`config.mk`:
```
export PLATFORM = sky130hd
export DESIGN_NAME = cpu_seq_ctrl
export DESIGN_NICKNAME = d
export VERILOG_FILES = /design/src/rtl/cpu_seq_ctrl.sv
export SDC_FILE = /design/constraint.sdc
export NUM_CORES = 1
export LEC_CHECK = 0
export ABC_CLOCK_PERIOD_IN_PS = 2070
export CAP_MARGIN = 25
export CORE_MARGIN = 5
export CORE_UTILIZATION = 42
export DETAILED_ROUTE_END_ITERATION = 8
export HOLD_SLACK_MARGIN = 0.05
export PLACE_DENSITY = 0.77
export SETUP_SLACK_MARGIN = 0.5
export SLEW_MARGIN = 20
export SYNTH_ARGS = -nofsm -noshare
export SYNTH_HDL_FRONTEND = slang
export SYNTH_SLANG_ARGS = --single-unit
export TNS_END_PERCENT = 20
```
`constraint.sdc`:
```
create_clock -name clk -period 2.07 [get_ports clk]
set_input_delay 0.414 -clock clk [delete_from_list [all_inputs] [get_ports clk]]
set_output_delay 0.414 -clock clk [all_outputs]
set_load 0.01 [all_outputs]
```
`src/rtl/cpu_seq_ctrl.sv`:
```
// Multi-cycle CPU sequencer: fetch, decode, execute, data access, writeback and trap,
// sharing one memory port, with per-phase wait timeouts.
//
// state      | meaning
// IDLE       | waiting for run
// FETCH      | instruction request held until grant
// FETCH_WAIT | waiting for instruction data
// DECODE     | external decode valid, illegal check
// EXECUTE    | latch result/redirect, choose path
// MEM        | data request held until grant
// MEM_WAIT   | waiting for load data
// WRITEBACK  | single register-file write cycle
// TRAP       | fault reported until run drops
module cpu_seq_ctrl #(
  parameter int XLEN     = 32,
  parameter int AW       = 16,
  parameter int TIMEOUT  = 15,
  parameter int RESET_PC = 0,
  parameter int CNT_W    = 32
) (
  input  logic             clk,
  input  logic             rst_n,
  input  logic             run,
  output logic [3:0]       state,
  output logic [AW-1:0]    pc,
  output logic [XLEN-1:0]  ir,
  input  logic             dec_load,
  input  logic             dec_store,
  input  logic             dec_wb,
  input  logic             dec_illegal,
  input  logic [XLEN-1:0]  ex_result,
  input  logic [XLEN-1:0]  st_data,
  input  logic             ex_redirect,
  input  logic [AW-1:0]    ex_target,
  output logic             mem_req,
  output logic             mem_we,
  output logic [AW-1:0]    mem_addr,
  output logic [XLEN-1:0]  mem_wdata,
  input  logic             mem_gnt,
  input  logic             mem_rvalid,
  input  logic [XLEN-1:0]  mem_rdata,
  output logic             rf_we,
  output logic [XLEN-1:0]  rf_wdata,
  output logic             trap,
  output logic [1:0]       trap_cause,
  output logic [CNT_W-1:0] instret
);

  typedef enum logic [3:0] {
    S_IDLE = 4'd0, S_FETCH = 4'd1, S_FETCH_WAIT = 4'd2, S_DECODE = 4'd3, S_EXECUTE = 4'd4,
    S_MEM = 4'd5, S_MEM_WAIT = 4'd6, S_WRITEBACK = 4'd7, S_TRAP = 4'd8
  } state_t;

  localparam int TW = (TIMEOUT < 2) ? 1 : $clog2(TIMEOUT);
  localparam logic [TW-1:0] TO_LOAD = (TIMEOUT == 0) ? '0 : TW'(TIMEOUT - 1);
  localparam logic [AW-1:0] PC_RST  = AW'(RESET_PC);

  state_t            state_q, state_d;
  logic [AW-1:0]     pc_q, pc_d, addr_q, addr_d, tgt_q, tgt_d;
  logic [XLEN-1:0]   ir_q, ir_d, wdata_q, wdata_d, wb_q, wb_d;
  logic [CNT_W-1:0]  instret_q, instret_d;
  logic [1:0]        cause_q, cause_d;
  logic [TW-1:0]     wait_q, wait_d;
  logic              we_q, we_d, redir_q, redir_d;
  logic              retire, to_hit;
  logic [XLEN-1:0]   unused_ex;

  // Only the low AW bits of ex_result form a data address.
  assign unused_ex = ex_result;

  // Down-counter reaches terminal count on the last permitted wait cycle.
  assign to_hit = (TIMEOUT != 0) && (wait_q == '0);

  always_comb begin
    state_d   = state_q;
    pc_d      = pc_q;
    ir_d      = ir_q;
    instret_d = instret_q;
    cause_d   = cause_q;
    addr_d    = addr_q;
    wdata_d   = wdata_q;
    we_d      = we_q;
    wb_d      = wb_q;
    redir_d   = redir_q;
    tgt_d     = tgt_q;
    wait_d    = wait_q;
    retire    = 1'b0;
    mem_req   = 1'b0;
    mem_we    = 1'b0;
    mem_addr  = '0;
    mem_wdata = '0;
    rf_we     = 1'b0;
    rf_wdata  = '0;

    case (state_q)
      S_IDLE: if (run) state_d = S_FETCH;
      S_FETCH: begin
        mem_req  = 1'b1;
        mem_addr = pc_q;
        if (mem_gnt) state_d = S_FETCH_WAIT;
        else if (to_hit) begin
          state_d = S_TRAP;
          cause_d = 2'b10;
        end
      end
      S_FETCH_WAIT: begin
        if (mem_rvalid) begin
          ir_d    = mem_rdata;
          state_d = S_DECODE;
        end else if (to_hit) begin
          state_d = S_TRAP;
          cause_d = 2'b10;
        end
      end
      S_DECODE: begin
        if (dec_illegal || (dec_load && dec_store)) begin
          state_d = S_TRAP;
          cause_d = 2'b01;
        end else state_d = S_EXECUTE;
      end
      S_EXECUTE: begin
        redir_d = ex_redirect;
        tgt_d   = ex_target;
        if (dec_load || dec_store) begin
          state_d = S_MEM;
          addr_d  = ex_result[AW-1:0];
          wdata_d = st_data;
          we_d    = dec_store;
        end else if (dec_wb) begin
          state_d = S_WRITEBACK;
          wb_d    = ex_result;
        end else retire = 1'b1;
      end
      S_MEM: begin
        mem_req   = 1'b1;
        mem_we    = we_q;
        mem_addr  = addr_q;
        mem_wdata = wdata_q;
        if (mem_gnt) begin
          if (we_q) retire = 1'b1;
          else state_d = S_MEM_WAIT;
        end else if (to_hit) begin
          state_d = S_TRAP;
          cause_d = 2'b11;
        end
      end
      S_MEM_WAIT: begin
        if (mem_rvalid) begin
          wb_d    = mem_rdata;
          state_d = S_WRITEBACK;
        end else if (to_hit) begin
          state_d = S_TRAP;
          cause_d = 2'b11;
        end
      end
      S_WRITEBACK: begin
        rf_we    = 1'b1;
        rf_wdata = wb_q;
        retire   = 1'b1;
      end
      S_TRAP: begin
        if (!run) begin
          state_d = S_IDLE;
          cause_d = 2'b00;
        end
      end
      default: state_d = S_IDLE;
    endcase

    // redir_d/tgt_d carry either the live EXECUTE inputs or the values latched there.
    if (retire) begin
      pc_d      = redir_d ? tgt_d : pc_q + AW'(4);
      instret_d = instret_q + CNT_W'(1);
      state_d   = run ? S_FETCH : S_IDLE;
    end

    if (state_d != state_q) wait_d = TO_LOAD;
    else if (wait_q != '0) wait_d = wait_q - TW'(1);
  end

  always_ff @(posedge clk or negedge rst_n) begin
    if (!rst_n) begin
      state_q   <= S_IDLE;
      pc_q      <= PC_RST;
      ir_q      <= '0;
      instret_q <= '0;
      cause_q   <= '0;
      wait_q    <= TO_LOAD;
      addr_q    <= '0;
      wdata_q   <= '0;
      we_q      <= 1'b0;
      wb_q      <= '0;
      redir_q   <= 1'b0;
      tgt_q     <= '0;
    end else begin
      state_q   <= state_d;
      pc_q      <= pc_d;
      ir_q      <= ir_d;
      instret_q <= instret_d;
      cause_q   <= cause_d;
      wait_q    <= wait_d;
      addr_q    <= addr_d;
      wdata_q   <= wdata_d;
      we_q      <= we_d;
      wb_q      <= wb_d;
      redir_q   <= redir_d;
      tgt_q     <= tgt_d;
    end
  end

  assign state      = state_q;
  assign pc         = pc_q;
  assign ir         = ir_q;
  assign instret    = instret_q;
  assign trap       = (state_q == S_TRAP);
  assign trap_cause = cause_q;

endmodule

```
==> results of run 1 <==
==> through the flow <==
stage                     power (W)  setup TNS [ns]  area [um2]  hold slack [ns]  worst slack, ns
after global placement       0.0131          -21.78       12800            0.381           -0.244
after CTS                    0.0175          -12.05       14000            0.476           -0.192
after floorplan             0.00970               0        8980            0.118           0.0117
after detailed placement     0.0133          -24.85       12800            0.387           -0.318
after global routing         0.0190          -30.42       14800            0.503           -0.281
final                        0.0180          -17.97       14800            0.466           -0.198
==> worst max-delay path by stage <==
| stage | start | end | slack, ns | cells past startpoint |
|---|---|---|---|---|
| global placement | mem_gnt | wait_q[0] | -0.24 | 5 |
| detailed placement | dec_store | instret[27] | -0.32 | 7 |
| finish | state[1] | mem_addr[8] | -0.20 | 7 |
| floorplan | state[0] | instret[26] | 0.01 | 6 |
| CTS | state[3] | mem_addr[8] | -0.19 | 7 |
| global route | state[1] | mem_addr[8] | -0.28 | 7 |
==> cells in the final DEF (no fill, tap or decap), drive strengths merged, types with 4 or more instances in the layout <==
cell type | netlist | layout
a21o | 4 | 4
a21oi | 29 | 29
a22o | 17 | 17
and2 | 66 | 66
and3 | 15 | 15
buf | 17 | 209
clkbuf | 28 | 31
clkdlybuf4s15 | 0 | 8
clkdlybuf4s50 | 0 | 123
clkinv | 0 | 6
dfrtp | 185 | 185
dlygate4sd2 | 0 | 4
dlymetal6s2s | 0 | 54
inv | 15 | 21
mux2 | 84 | 84
mux2i | 34 | 34
nand2 | 101 | 101
nand3 | 21 | 21
nand4 | 12 | 13
nor2 | 23 | 23
nor3 | 15 | 15
nor4 | 11 | 11
o21a | 5 | 5
o21ai | 43 | 43
o22ai | 8 | 8
xnor2 | 14 | 14
xor2 | 19 | 19
==> registers in the layout, summed over array words and instances (netlist names) <==
name / cells
instret: 32
ir: 32
wb_q: 32
wdata_q: 32
addr_q: 16
pc: 16
tgt_q: 16
state: 4
wait_q: 4
trap_cause: 2
redir_q: 1
we_q: 1
==> repair_timing <==
item | 4_1_cts | 5_1_grt
setup buffers | 24 | 12
cloned | 8 | 6
gates resized for setup | 578 | 181
endpoints found under the setup margin | 357 | 355
hold buffers | 1 | 0
endpoints found under the hold margin | 38 | 0
pin swaps | 51 | 43
==> Yosys cell counts (4+ instances only) <==
library cell,count,area share [%]
a21o_1,4,0.34
a21oi_1,29,1.6
a22o_1,17,1.7
and2_1,66,4.7
and3_1,15,1.1
buf_1,4,0.17
buf_2,12,0.68
clkbuf_1,28,1.2
dfrtp_1,185,52
inv_1,15,0.64
mux2_2,84,11
mux2i_1,34,3.8
nand2_1,101,4.3
nand3_1,21,1.2
nand4_1,10,0.71
nor2_1,22,0.93
nor3_1,15,0.85
nor4_1,10,0.71
o21a_1,5,0.42
o21ai_0,43,2.4
o22ai_1,7,0.49
xnor2_1,14,1.4
xor2_1,19,1.9
==> layer usage <==
| layer | track usage, % | vias up | part of all wire [%] | wire (um) |
|---|---|---|---|---|
| li1 | - | 3624 | - | - |
| met1 | 30.3 | 3933 | 40 | 12400 |
| met2 | 41.3 | 273 | 51 | 15800 |
| met3 | 6.87 | 55 | 6.9 | 2140 |
| met4 | 7.38 | 0 | 2.5 | 767 |
| met5 | 0 | - | 0 | 0 |
==> worst max-delay path, stage by stage, from the launching register on <==
cell	delay, ns
dfrtp_2	0.43
nand2b_4	0.17
nor2_4	0.17
buf_6	0.13
buf_12	0.12
buf_16	0.11
a22o_1	0.15
buf_6	0.12
==> kinds of logic (layout without fill, tap and decap cells) <==
| group | Yosys count | count (layout) |
|---|---|---|
| xor gates and xnor gates | 33 | 33 |
| DFF | 188 | 188 |
| AOI/OAI and AO/OA | 122 | 122 |
| adders and majority gates | 3 | 3 |
| other | 0 | 1 |
| buffers and inverters | 60 | 460 |
| muxes | 118 | 118 |
| and+or+nand+nor | 286 | 287 |
==> power by group <==
| group | internal (W) | total, W | leakage [nW] | switching, W |
|---|---|---|---|---|
| combinational | 0.00454 | 0.00835 | 4.73 | 0.00381 |
| sequential | 0.00521 | 0.00626 | 2.30 | 0.00105 |
| clock | 0.00183 | 0.00341 | 0.295 | 0.00158 |
| total | 0.0116 | 0.0180 | 7.32 | 0.00643 |
==> layout make-up <==
cell class	count	area share (%)
diodes	1	0.0170
clock buffers	17	2.88
clock inverters	15	1.22
inverters	15	0.382
multi-input cells	563	30.7
flip-flops and latches	188	32.0
well taps	275	2.33
repair buffers	413	30.4
==> flow_summary.yaml, run 1 <==
status:
  status: "finished, violations left"
  violations: "setup timing"
yosys:
  synth_edf_count: 0
  syn_inst: 810
  async_flop_share_pct: 100
  yosysSeqAreaShare_pct: 53.2
  synth-compound-area-share_pct: 8.88
  synth_top_family_by_area: "simple AND/OR/NAND/NOR gates"
  ys_types: 55
  syn_area_um2: 8850
  synth_seq_cells: 188
  syn-num-nets: 935
  synthSimpleGateAreaFrac_pct: 17.0
  avgSynthCellArea_um2: 10.9
  synthXorXnorAreaFrac_pct: 3.27
  synthFlopType: "dfrtp_1"
  synthAdderAreaFrac_pct: 0.424
  synth_warnings: 0
  muxShareOfSynthArea_pct: 14.5
setup_path:
  worstPathMaxFanout: 5
  worstRegToRegCells: 9
  cp.arrival_ns: 1.85
  startpoint_type: "register"
  regToRegStartpoint: "state[0]"
  ff2ff_setup_slack_ns: -0.18
  path_class: "register to output pin"
  cp.required_ns: 1.66
  endpoint_kind: "output pin"
  worstReg2RegEnd: "instret[28]"
die:
  coreArea_um2: 20900
  die_width_um: 155
  row_count: 53
  start_util_pct: 42.4
  dieHeight_um: 155
  ios: 292
  dieArea_um2: 24100
cts:
  clk_pin_slew_ns: 0.07
  clock_latency_ns: 0.44
  htree_levels: 4
  clockBufferDepth: 2
  tritoncts: "done"
  clock_sink_count: 188
  numCtsBuffers: 17
  cts-root-buf: "clkbuf_16"
layout:
  multi_input_area_um2: 4530
  final.fill_count: 1493
  nNetsFinal: 1323
  drive_above_1_share_pct: 41.0
  stdcell_count: 1487
  area_growth_pct: 66.6
  postLayoutCoreUtil_pct: 70.6
  seq_area_um2: 4730
timing:
  slew_headroom_pct: 64.9
  worst_clock_skew_ns: 0.0153
  max_freq_mhz: 441
  period_needed_ns: 2.27
  hold_viol: 0
  tightest_slew_ns: 0.521
  period_share_pct: 110
  setup_slack_ns: -0.198
  drv_slew: 0
  finalSetupViolations: 168
  rsz0062_at_grt: "true"
global_route:
  antenna_found_initial: 1
  grt_max_degree: 45
  grt_use_total_pct: 24.3
  grt_pass1_vias: 8163
  grt_pass1_wl_um: 46000
  grt_overflow: 0
detailed_routing:
  first_pass_iters: 6
  drc: 0
  wl_per_cell_um: 21.0
  drtAntennaViolNets: 0
  routed_via_density: 5.30
  num_vias: 7885
  drt_wl_total_um: 31200
  first_iter_violations: 622
hold_path:
  min_from: "tgt_q[5]"
  holdPathStages: 2
  min_to: "tgt_q[5]"
  hold_class: "register to register"
power_and_ir_drop:
  power.density_nw_per_um2: 1220
  vdd_drop_max_mv: 0.833
  p_leak_nw: 7.32
placement:
  gp_congestion: 0.853
  port_buffers: 291
  dp_hpwl_um: 20900
  placedCellCount: 1403
flow_run:
  drv_cap: 0
Note: power is estimated with default switching activity, not from simulation.
==> inputs of run 2 (changes only) <==
--- a/config.mk
+++ b/config.mk
@@ -12,6 +12,7 @@
 export DETAILED_ROUTE_END_ITERATION = 8
 export HOLD_SLACK_MARGIN = 0.05
 export PLACE_DENSITY = 0.77
+export RECOVER_POWER = 100
 export SETUP_SLACK_MARGIN = 0.5
 export SLEW_MARGIN = 20
 export SYNTH_ARGS = -nofsm -noshare
==> flow_summary.yaml, run 2 (synthesized netlist as in run 1, its figures left out) <==
status:
  status: "finished, violations left"
  violations: "setup timing"
detailed_routing:
  num_vias: 7936
  wl_per_cell_um: 20.9
  first_pass_iters: 5
  first_iter_violations: 577
  drtAntennaViolNets: 0
  drt_wl_total_um: 31100
  drc: 0
  routed_via_density: 5.34
setup_path:
  startpoint_type: "register"
  cp.arrival_ns: 2.62
  startpoint: "state[0]"
  path_class: "register to register"
  regToRegStartpoint: "state[0]"
  worstPathMaxFanout: 8
  worstPathCellList: "buf_6 -> or4b_4 -> buf_6 -> buf_12 -> buf_6 -> clkbuf_2 -> nand2_2 -> nand2_2 -> o21ai_2 -> o2bb2a_4"
  crit_path_top_delay_cell: "or4b_4"
  cp.required_ns: 2.39
  endpoint_kind: "register"
  path_common_cell: "buf_6"
  critical_path.top_delay_family: "buffers and inverters"
  max_stage_delay_ns: 0.50
  worst-path-buf-inv: 5
timing:
  drv_slew: 0
  hold_viol: 0
  slew_headroom_pct: 21.0
  tightest_slew_ns: 1.18
  setup_slack_ns: -0.231
  rsz0062_at_grt: "true"
  period_needed_ns: 2.30
  max_freq_mhz: 435
  worst_clock_skew_ns: 0.0154
  hold_ws_ns: 0.472
  period_share_pct: 111
  finalSetupViolations: 209
die:
  die_width_um: 155
  coreArea_um2: 20900
  dieHeight_um: 155
  start_util_pct: 42.4
  ios: 292
  row_count: 53
  dieArea_um2: 24100
cts:
  clock_sink_count: 188
  clock_latency_ns: 0.44
  tritoncts: "done"
  clk_pin_slew_ns: 0.08
  numCtsBuffers: 17
  clockBufferDepth: 2
  cts-root-buf: "clkbuf_16"
  htree_levels: 4
layout:
  drive_above_1_share_pct: 38.5
  nNetsFinal: 1323
  stdcell_count: 1487
  area_growth_pct: 62.1
  layout_commonest_cell: "dfrtp_1"
  final.fill_count: 1578
  final_cell_mix: "dfrtp_1 (182), clkdlybuf4s50_1 (121), buf_6 (101)"
  postLayoutCoreUtil_pct: 68.7
hold_path:
  min_from: "tgt_q[0]"
  hold_class: "register to register"
placement:
  port_buffers: 291
  post-place-ws_ns: -0.318
  placedCellCount: 1403
  dp_hpwl_um: 20900
  gp_congestion: 0.853
global_route:
  grt_pass1_wl_um: 46000
  grt_use_total_pct: 24.3
  grt_overflow: 0
  grt_max_degree: 45
  antenna_found_initial: 1
  grt_pass1_vias: 8163
power_and_ir_drop:
  power.density_nw_per_um2: 1230
  seq_power_share_pct: 35.4
  power_frac_comb_pct: 45.3
  finalPower_w: 0.0176
  switching_share_pct: 36.3
  p_int_w: 0.0112
  power_frac_clock_pct: 19.3
  netSwitchingPower_w: 0.00639
  vdd_drop_max_mv: 0.805
  p_leak_nw: 6.55
flow_run:
  drv_cap: 0
## run 2: area by class of cell
| type | count | area [um2] | area share, % |
|---|---|---|---|
| diodes | 1 | 2.50 | 0.0174 |
| clock buffers | 17 | 425 | 2.96 |
| clock inverters | 15 | 180 | 1.26 |
| inverters | 15 | 56.3 | 0.392 |
| multi-input cells | 563 | 4500 | 31.4 |
| flip-flops and latches | 188 | 4710 | 32.8 |
| well taps | 275 | 344 | 2.40 |
| repair buffers | 413 | 4130 | 28.8 |
## run 2: final timing paths
path	to	slack, ns	cells past startpoint
max in group asynchronous	wait_q[2]	0.27	3
setup / recovery	pc[10]	-0.23	10
min in group asynchronous	wb_q[0]	0.77	2
hold reg to reg	tgt_q[0]	0.47	2
setup reg to reg	pc[10]	-0.23	10
hold / removal	tgt_q[0]	0.47	2
## run 2: per-stage QoR
stage | TNS, ns | area (um2)
global route | -38.61 | 14400
CTS | -12.05 | 14000
finish | -22.30 | 14400
floorplan | 0 | 8980
global placement | -21.78 | 12800
detailed placement | -24.85 | 12800
## run 2: per-layer routing
layer / GRT usage, % / wire (um) / vias to the layer above
met4: 7.38 / 872 / 0
met2: 41.3 / 15700 / 296
met5: 0 / 0 / -
li1: - / - / 3621
met3: 6.87 / 2230 / 61
met1: 30.3 / 12300 / 3958
## run 2: power by group through the flow
stage / sequential [W] / clock (W) / combinational, W
after floorplan: 0.00617 / 0 / 0.00353
after global placement: 0.00611 / 0 / 0.00702
after detailed placement: 0.00620 / 0 / 0.00715
after CTS: 0.00620 / 0.00345 / 0.00781
after global routing: 0.00643 / 0.00363 / 0.00857
final: 0.00624 / 0.00341 / 0.00798
## run 2: tightest hold or removal path: stages (launching register included)
cell	delay [ns]
dfrtp_1	0.33
nand2_1	0.05
nand2_1	0.06
## run 2: what timing repair did
| item | 4_1_cts | 5_1_grt |
|---|---|---|
| resized for setup | 578 | 181 |
| gates cloned | 8 | 6 |
| pin swaps | 51 | 43 |
| hold buffers | 1 | 0 |
| endpoints found under the hold margin | 38 | 0 |
| buffers inserted | 24 | 12 |
| endpoints found under the setup margin | 357 | 355 |
==> inputs of run 3 (changes only) <==
--- a/config.mk
+++ b/config.mk
@@ -7,7 +7,7 @@
 export LEC_CHECK = 0
 export ABC_CLOCK_PERIOD_IN_PS = 2070
 export CAP_MARGIN = 25
-export CORE_MARGIN = 5
+export CORE_MARGIN = 4
 export CORE_UTILIZATION = 42
 export DETAILED_ROUTE_END_ITERATION = 8
 export HOLD_SLACK_MARGIN = 0.05
==> flow_summary.yaml, run 3 (synthesized netlist as in run 1, its figures left out) <==
status:
  status: "finished, violations left"
  violations: "setup timing"
timing:
  max_freq_mhz: 443
  period_needed_ns: 2.26
  fin_setup_tns_ns: -14.45
  hold_viol: 0
  setup_slack_ns: -0.189
  tightest_slew_ns: 1.48
  slew_headroom_pct: 1.08
  rsz0062_at_grt: "true"
  period_share_pct: 109
  finalSetupViolations: 185
  hold_ws_ns: 0.471
  worst_clock_skew_ns: 0.00962
  drv_slew: 0
layout:
  stdcell_count: 1449
  area_growth_pct: 55.3
  diodes: 0
  layout_commonest_cell: "dfrtp_1"
  postLayoutCoreUtil_pct: 67.1
  seq_area_um2: 4710
  nNetsFinal: 1292
  final_cell_mix: "dfrtp_1 (182), clkdlybuf4s50_1 (124), nand2_1 (99)"
  final.fill_count: 1657
  drive_above_1_share_pct: 29.7
  multi_input_area_um2: 4260
detailed_routing:
  first_pass_iters: 5
  routed_via_density: 5.36
  drt_wl_total_um: 29700
  drtAntennaViolNets: 0
  first_iter_violations: 483
  num_vias: 7763
  drc: 0
  wl_per_cell_um: 20.5
power_and_ir_drop:
  p_leak_nw: 6.27
  power.density_nw_per_um2: 1250
  vdd_drop_max_mv: 0.717
  finalPower_w: 0.0172
hold_path:
  min_to: "instret[31]"
  holdPathStages: 1
  min_from: "instret[31]"
  hold_class: "register to register"
setup_path:
  worstRegToRegCells: 7
  endpoint_kind: "output pin"
  regToRegStartpoint: "state[0]"
  startpoint_type: "register"
  cp.required_ns: 1.66
  worstReg2RegEnd: "pc[5]"
  path_class: "register to output pin"
  ff2ff_setup_slack_ns: -0.12
  cp.arrival_ns: 1.85
  worstPathMaxFanout: 6
cts:
  numCtsBuffers: 17
  clockBufferDepth: 2
  clock_latency_ns: 0.42
  clock_sink_count: 188
  clk_pin_slew_ns: 0.07
  htree_levels: 4
  cts-root-buf: "clkbuf_16"
  tritoncts: "done"
placement:
  port_buffers: 291
  placedCellCount: 1392
  dp_hpwl_um: 20400
  gp_congestion: 0.864
global_route:
  antenna_found_initial: 0
  grt_use_total_pct: 23.8
  grt_max_degree: 59
  grt_pass1_wl_um: 44300
  grt_overflow: 0
  grt_pass1_vias: 7935
die:
  coreArea_um2: 20500
  ios: 292
  die_width_um: 153
  start_util_pct: 43.2
  dieHeight_um: 153
  dieArea_um2: 23500
  row_count: 52
flow_run:
  drv_cap: 0
## run 3: cell count changes in the layout (fill, tap and decap cells not counted), sizes merged
cell	change
nand4	-1
bufinv	+1
dlygate4sd2	-2
inv	-3
diode	-1
clkdlybuf4s50	+3
buf	-35
dlymetal6s2s	+9
dlygate4sd3	+3
clkinv	-2
clkbuf	-3
clkdlybuf4s15	-2
## run 3: worst max-delay path, stage by stage (launching register included)
cell       delay [ns]
dfrtp_2          0.42
nand2b_4         0.17
nor2_4           0.18
buf_6            0.12
buf_6            0.11
clkbuf_16        0.15
a22o_1           0.15
buf_6            0.11
## run 3: worst max path at each step
stage,depth (start not counted),slack (ns),startpoint,end
3_5_place_dp,7,-0.34,dec_store,instret[13]
2_1_floorplan,6,0.01,state[0],instret[26]
5_1_grt,7,-0.28,state[1],mem_addr[12]
6_report,7,-0.19,state[1],mem_addr[7]
4_1_cts,7,-0.18,state[3],mem_addr[13]
3_3_place_gp,7,-0.27,dec_store,instret[31]
## run 3: metal layers
metal | vias up | track usage (%) | routed length [um]
met2 | 326 | 39.9 | 15000
li1 | 3546 | - | -
met5 | - | 0 | 0
met1 | 3813 | 29.9 | 11600
met3 | 78 | 6.98 | 2200
met4 | 0 | 7.04 | 949
## run 3: what timing repair did
| action | in CTS | in global routing |
|---|---|---|
| gates cloned | 4 | 6 |
| pin swaps | 11 | 41 |
| resized for setup | 424 | 207 |
| setup buffers | 13 | 2 |
| hold buffers | 1 | 0 |
| endpoints found under the hold margin | 48 | 0 |
| setup endpoints to repair | 357 | 357 |
## run 3: cell type report
| type | count | share of cell area, % |
|---|---|---|
| tap | 270 | 2.46 |
| timing repair buffer | 383 | 27.4 |
| clock inverter | 11 | 1.17 |
| sequential | 188 | 34.3 |
| inverter | 15 | 0.428 |
| clock buffer | 20 | 3.32 |
| multi-input combinational | 562 | 31.0 |
## run 3: stage by stage
stage / setup slack [ns] / cell area (um2)
3_5_place_dp: -0.335 / 12700
3_3_place_gp: -0.275 / 12700
6_report: -0.189 / 13700
2_1_floorplan: 0.0117 / 8980
5_1_grt: -0.282 / 13700
4_1_cts: -0.181 / 13500
## run 3: report_power, final
part | internal, W | total [W] | switching [W]
logic | 0.00390 | 0.00748 | 0.00357
clock network | 0.00199 | 0.00345 | 0.00147
registers | 0.00519 | 0.00627 | 0.00108
==> RTL edit 1: new RTL, config.mk and constraints of run 2 <==
`CNT_W`: 32 -> 64.
--- a/src/rtl/cpu_seq_ctrl.sv
+++ b/src/rtl/cpu_seq_ctrl.sv
@@ -17,5 +17,5 @@
   parameter int TIMEOUT  = 15,
   parameter int RESET_PC = 0,
-  parameter int CNT_W    = 32
+  parameter int CNT_W    = 64
 ) (
   input  logic             clk,
Interface: changed (resized instret); port bits go from 292 to 324. No check against the original RTL was run, so the function may have changed too.
==> RTL edit 1 against run 2 <==
  * The flow finishes with violations (capacitance limit, slew limit, setup timing)
  * Setup slack lost 0.14 ns
  * Sequential cell count grew 32
  * Wire length grew 13%
  * Critical path depth shrank 3
  * Largest cell class unchanged
  * Global-route usage shrank 1.2 points
  * Synthesized area grew 16%
  * Core utilization shrank 1.0 points
  * Design area grew 14%
  * Maximum frequency shrank 5.6%
  * Total power grew 3.0%
  * Clock skew shrank 0.0071 ns
  * Largest power group unchanged
  * Die area grew 15%
  * Critical path type is now reg -> out
  * Count of clock-buffer cells in the layout grew 20
==> RTL edit 1: results (changes against run 2) <==
[metrics] met3 demand-to-capacity share in global routing: 3.475% (-3.4 points)
[metrics] H-tree level count: 1 (-3)
[metrics] met1 usage: 30.42% (+0.095 points)
[metrics] sequential element share of the synthesized area: 53.64% (+0.45 points)
[metrics] Arrival @ worst endpoint: 2.02 ns (-0.60 ns)
[metrics] final wirelength: 35060 um (+13%)
[metrics] beginning of the worst hold path: wb_q[24]
[metrics] max FFs per register: 64
[metrics] critical path's largest stage delay: 0.42 ns (-0.08 ns)
[metrics] clock edge transition at the registers on the reported setup and hold paths: 0.06 ns (-0.02 ns)
[metrics] Layout fillers: 1772 (+12%)
[metrics] met2 Resource Use GR: 39.59% (-1.7 points)
[metrics] wire length of the first global-routing pass: 52160 um (+13%)
[metrics] Setup WS pre-CTS: -0.5515 ns (-0.2334 ns)
[metrics] via count of the first global-routing pass: 9062 (+11%)
[metrics] commonest cells in the netlist: sky130_fd_sc_hd__dfrtp_1 (217), sky130_fd_sc_hd__mux2_2 (99), sky130_fd_sc_hd__nand2_1 (80), sky130_fd_sc_hd__and2_1 (69), sky130_fd_sc_hd__o21ai_0 (50)
[metrics] Max Transition Viols Final: 61 (+61)
[metrics] post-route setup slack: -0.3671 ns (-0.1361 ns)
[metrics] CTS Buf Count: 24 (+7)
[metrics] highest-delay cell along the critical path: sky130_fd_sc_hd__dfrtp_2
[metrics] clock skew: 0.008379 ns (-0.007058 ns)
[metrics] hpwl dp: 23300 um (+12%)
[metrics] violations in the final reports: capacitance limit, slew limit, setup timing
[metrics] leakage power of the design: 0.007327 uW (+12%)
[metrics] routability-driven placement congestion ratio: 0.8182 (-4.0%)
[metrics] number of vias per cell: 5.275 (-1.2%)
[metrics] cells after synthesis: 919 (+13%)
[metrics] Mapped Nets: 1044 (+12%)
[metrics] outcome: finished with violations
[metrics] fraction of final layout cells with drive strength greater than 1: 36.75% (-1.7 points)
[metrics] Resize count post-CTS: 451 (-22%)
[metrics] Port Buf Inserts: 323 (+11%)
[metrics] Tot GR Track Use: 23.14% (-1.2 points)
[metrics] number of violations reported at the end of detailed-routing iteration 0: 712 (+23%)
[metrics] number of max-cap violations: 1 (+1)
[metrics] number of distinct library cells after synthesis: 56 (+1.8%)
[metrics] Max Root-Sink Buffers: 3 (+1)
[metrics] routed length on met2: 17900 um (+14%)
[metrics] Setup Viol. Count Final: 204 (-2.4%)
[metrics] post-layout net count: 1485 (+12%)
[metrics] 1st-pass router iterations: 6 (+1)
[metrics] Met3 Routed Length: 1683 um (-24%)
[metrics] launch instance of the worst register-to-register path: state[1]
[metrics] pin count of the biggest net entering global routing: 65 (+44%)
[metrics] worst-case vdd ir drop: 0.0005803 V (-28%)
[metrics] slew of the pin with the lowest slew margin: 1.753 ns (+0.5686 ns)
[metrics] Worst Path Max Fanout: 4 (-4)
==> RTL edit 1: changes by cell type after synthesis, sizes merged, moves of 6 or more <==
cell | before | now
xnor2 | 14 | 33
o21ai | 43 | 50
nand3 | 21 | 40
xor2 | 19 | 33
nor4 | 11 | 5
nand2 | 101 | 80
nor3 | 15 | 23
mux2 | 84 | 99
dfrtp | 185 | 217
nor2 | 23 | 38
==> RTL edit 1: cell families after synthesis <==
group,after synthesis,share of synthesized area [%]
AND/OR/NAND/NOR,313,16.30
flip-flops,220,53.64
multiplexers,134,14.26
AO/OA/AOI/OAI,120,7.236
XOR/XNOR,66,5.701
buffers and inverters,63,2.497
adder cells (fa/ha/maj),3,0.3655
==> RTL edit 1: area by class of cell <==
class / instances / area, um2 / area share [%]
antenna: 5 / 12.51 / 0.07642
clock buffer: 37 / 750.7 / 4.585
clock inverter: 6 / 35.03 / 0.2140
inverter: 18 / 70.07 / 0.4280
multi-input combinational: 636 / 5084 / 31.05
sequential: 220 / 5513 / 33.67
tap: 324 / 405.4 / 2.476
timing repair buffer: 460 / 4502 / 27.50
==> RTL edit 1: final timing paths <==
check | end | slack (ns) | cells after the start
setup / recovery | rf_wdata[16] | -0.37 | 7
hold / removal | wb_q[24] | 0.48 | 2
setup reg to reg | wait_q[0] | -0.29 | 8
hold reg to reg | wb_q[24] | 0.48 | 2
max in group asynchronous | state[0] | 0.02 | 2
min in group asynchronous | trap_cause[0] | 0.91 | 2
==> RTL edit 1: power by group through the flow <==
stage               Sequential [uW]  Combinational (uW)  Clock, uW
CTS                            6720                6640       4310
detailed placement             6800                6220          0
global route                   6990                7640       4490
global placement               6720                6080          0
finish                         6820                7130       4220
floorplan                      6810                3060          0
==> RTL edit 2: new RTL, settings of run 2 <==
Without the edit above. Reset style: synchronous (`rst_n`), changed in one clocked block.
--- a/src/rtl/cpu_seq_ctrl.sv
+++ b/src/rtl/cpu_seq_ctrl.sv
@@ -179,5 +179,5 @@
   end
 
-  always_ff @(posedge clk or negedge rst_n) begin
+  always_ff @(posedge clk) begin
     if (!rst_n) begin
       state_q   <= S_IDLE;
Function: differs if rst_n is asserted again (counterexample within 4 cycles, from zero or initial values and one cycle with rst_n low); with rst_n held inactive, the same outputs for 4 cycles.
==> RTL edit 2 against run 2 <==
  * The run still ends with setup timing left
  * Highest routed layer unchanged
  * Count of clock-buffer cells in the layout is 1 higher
  * Critical path depth is 1 higher
  * Design area grew 5.3%
  * Wire length rose by 8.0%
  * Critical path type unchanged
  * Synthesized area up 0.89%
  * Setup slack improved by 0.19 ns
  * Hold slack got worse by 0.15 ns
  * Synthesized cell count rose by 29%
  * Non-clock buffer count rose by 9
  * Sequential cell count stayed put
Power is not compared: it rests on default switching activity, and its combinational part moved more than twofold at a synthesized area within 25%.
==> RTL edit 2: results (changes against run 2) <==
[metrics] outcome: finished with violations
[metrics] violations in the final reports: setup timing
[metrics] met2 Resource Use GR: 42.43% (+1.1 points)
[metrics] commonest cells in the netlist: sky130_fd_sc_hd__nand2_1 (230), sky130_fd_sc_hd__dfxtp_1 (188), sky130_fd_sc_hd__and2_1 (94), sky130_fd_sc_hd__a21boi_0 (79), sky130_fd_sc_hd__clkbuf_1 (52)
[metrics] Setup Viol. Count Final: 28 (-87%)
[metrics] buffers inserted during post-CTS setup optimization: 9 (-63%)
[metrics] hpwl dp: 21340 um (+2.2%)
[metrics] Hold Crit Class: in -> reg
[metrics] most used flip-flop cell after synthesis: sky130_fd_sc_hd__dfxtp_1
[metrics] clock skew: 0.01248 ns (-0.002956 ns)
[metrics] wire length of the first global-routing pass: 45820 um (-0.36%)
[metrics] Worst Path Max Fanout: 7 (-1)
[metrics] Setup WS pre-CTS: -0.3273 ns (-0.009199 ns)
[metrics] slack of the worst reg-to-reg path: -0.04 ns (+0.19 ns)
[metrics] Cell Count, Final, Fillers Out: 1702 (+14%)
[metrics] largest cells by area after synthesis: sky130_fd_sc_hd__dfxtp_1 (42%), sky130_fd_sc_hd__nand2_1 (9.7%), sky130_fd_sc_hd__a21boi_0 (6.6%)
[metrics] number of cells after detailed placement: 1617 (+15%)
[metrics] Resize count post-CTS: 459 (-21%)
[metrics] vias after detailed routing: 9151 (+15%)
[metrics] routability-driven placement congestion ratio: 0.8936 (+4.8%)
[metrics] Tot GR Track Use: 23.62% (-0.71 points)
[metrics] via count of the first global-routing pass: 8595 (+5.3%)
[metrics] Met3 Routed Length: 2868 um (+29%)
[metrics] critical path's largest stage delay: 0.38 ns (-0.12 ns)
[metrics] capturing point of the worst reg2reg path: pc[8]
[metrics] Arrival @ worst endpoint: 2.46 ns (-0.16 ns)
[metrics] Hold Crit Depth: 3 (+1)
[metrics] total negative slack for setup checks: -0.4721 ns (+21.83 ns)
[metrics] pin count of the biggest net entering global routing: 84 (+87%)
[metrics] worst min-delay path endpoint: state[1]
[metrics] post-layout net count: 1538 (+16%)
[metrics] routed length on met2: 16980 um (+8.0%)
[metrics] normalized max-slew margin: 70.22% (+49 points)
[metrics] number of violations reported at the end of detailed-routing iteration 0: 604 (+4.7%)
[metrics] cells after synthesis: 1047 (+29%)
[metrics] post-route setup slack: -0.04118 ns (+0.1898 ns)
-- RTL edit 2: final cells by class --
cell class | count | area, um2
Multi-Input combinational cell | 770 | 5856
Clock inverter | 14 | 120.1
Antenna cell | 1 | 2.502
Sequential cell | 188 | 3807
Inverter | 14 | 55.05
Timing Repair Buffer | 422 | 4482
Tap cell | 275 | 344.1
Fill cell | 1492 | 5838
Clock buffer | 18 | 450.4
-- RTL edit 2: logic make-up (layout without fill, tap and decap cells) --
| family | count (synthesis) | after routing | synth area share (%) |
|---|---|---|---|
| AND/OR/NAND/NOR | 474 | 475 | 26.86 |
| AO/OA/AOI/OAI | 215 | 215 | 18.23 |
| flip-flops | 188 | 188 | 42.14 |
| buffers and inverters | 90 | 468 | 4.119 |
| multiplexers | 49 | 49 | 5.492 |
| XOR/XNOR | 28 | 28 | 2.746 |
| adder cells (fa/ha/maj) | 3 | 3 | 0.4203 |
| other | 0 | 1 | 0 |
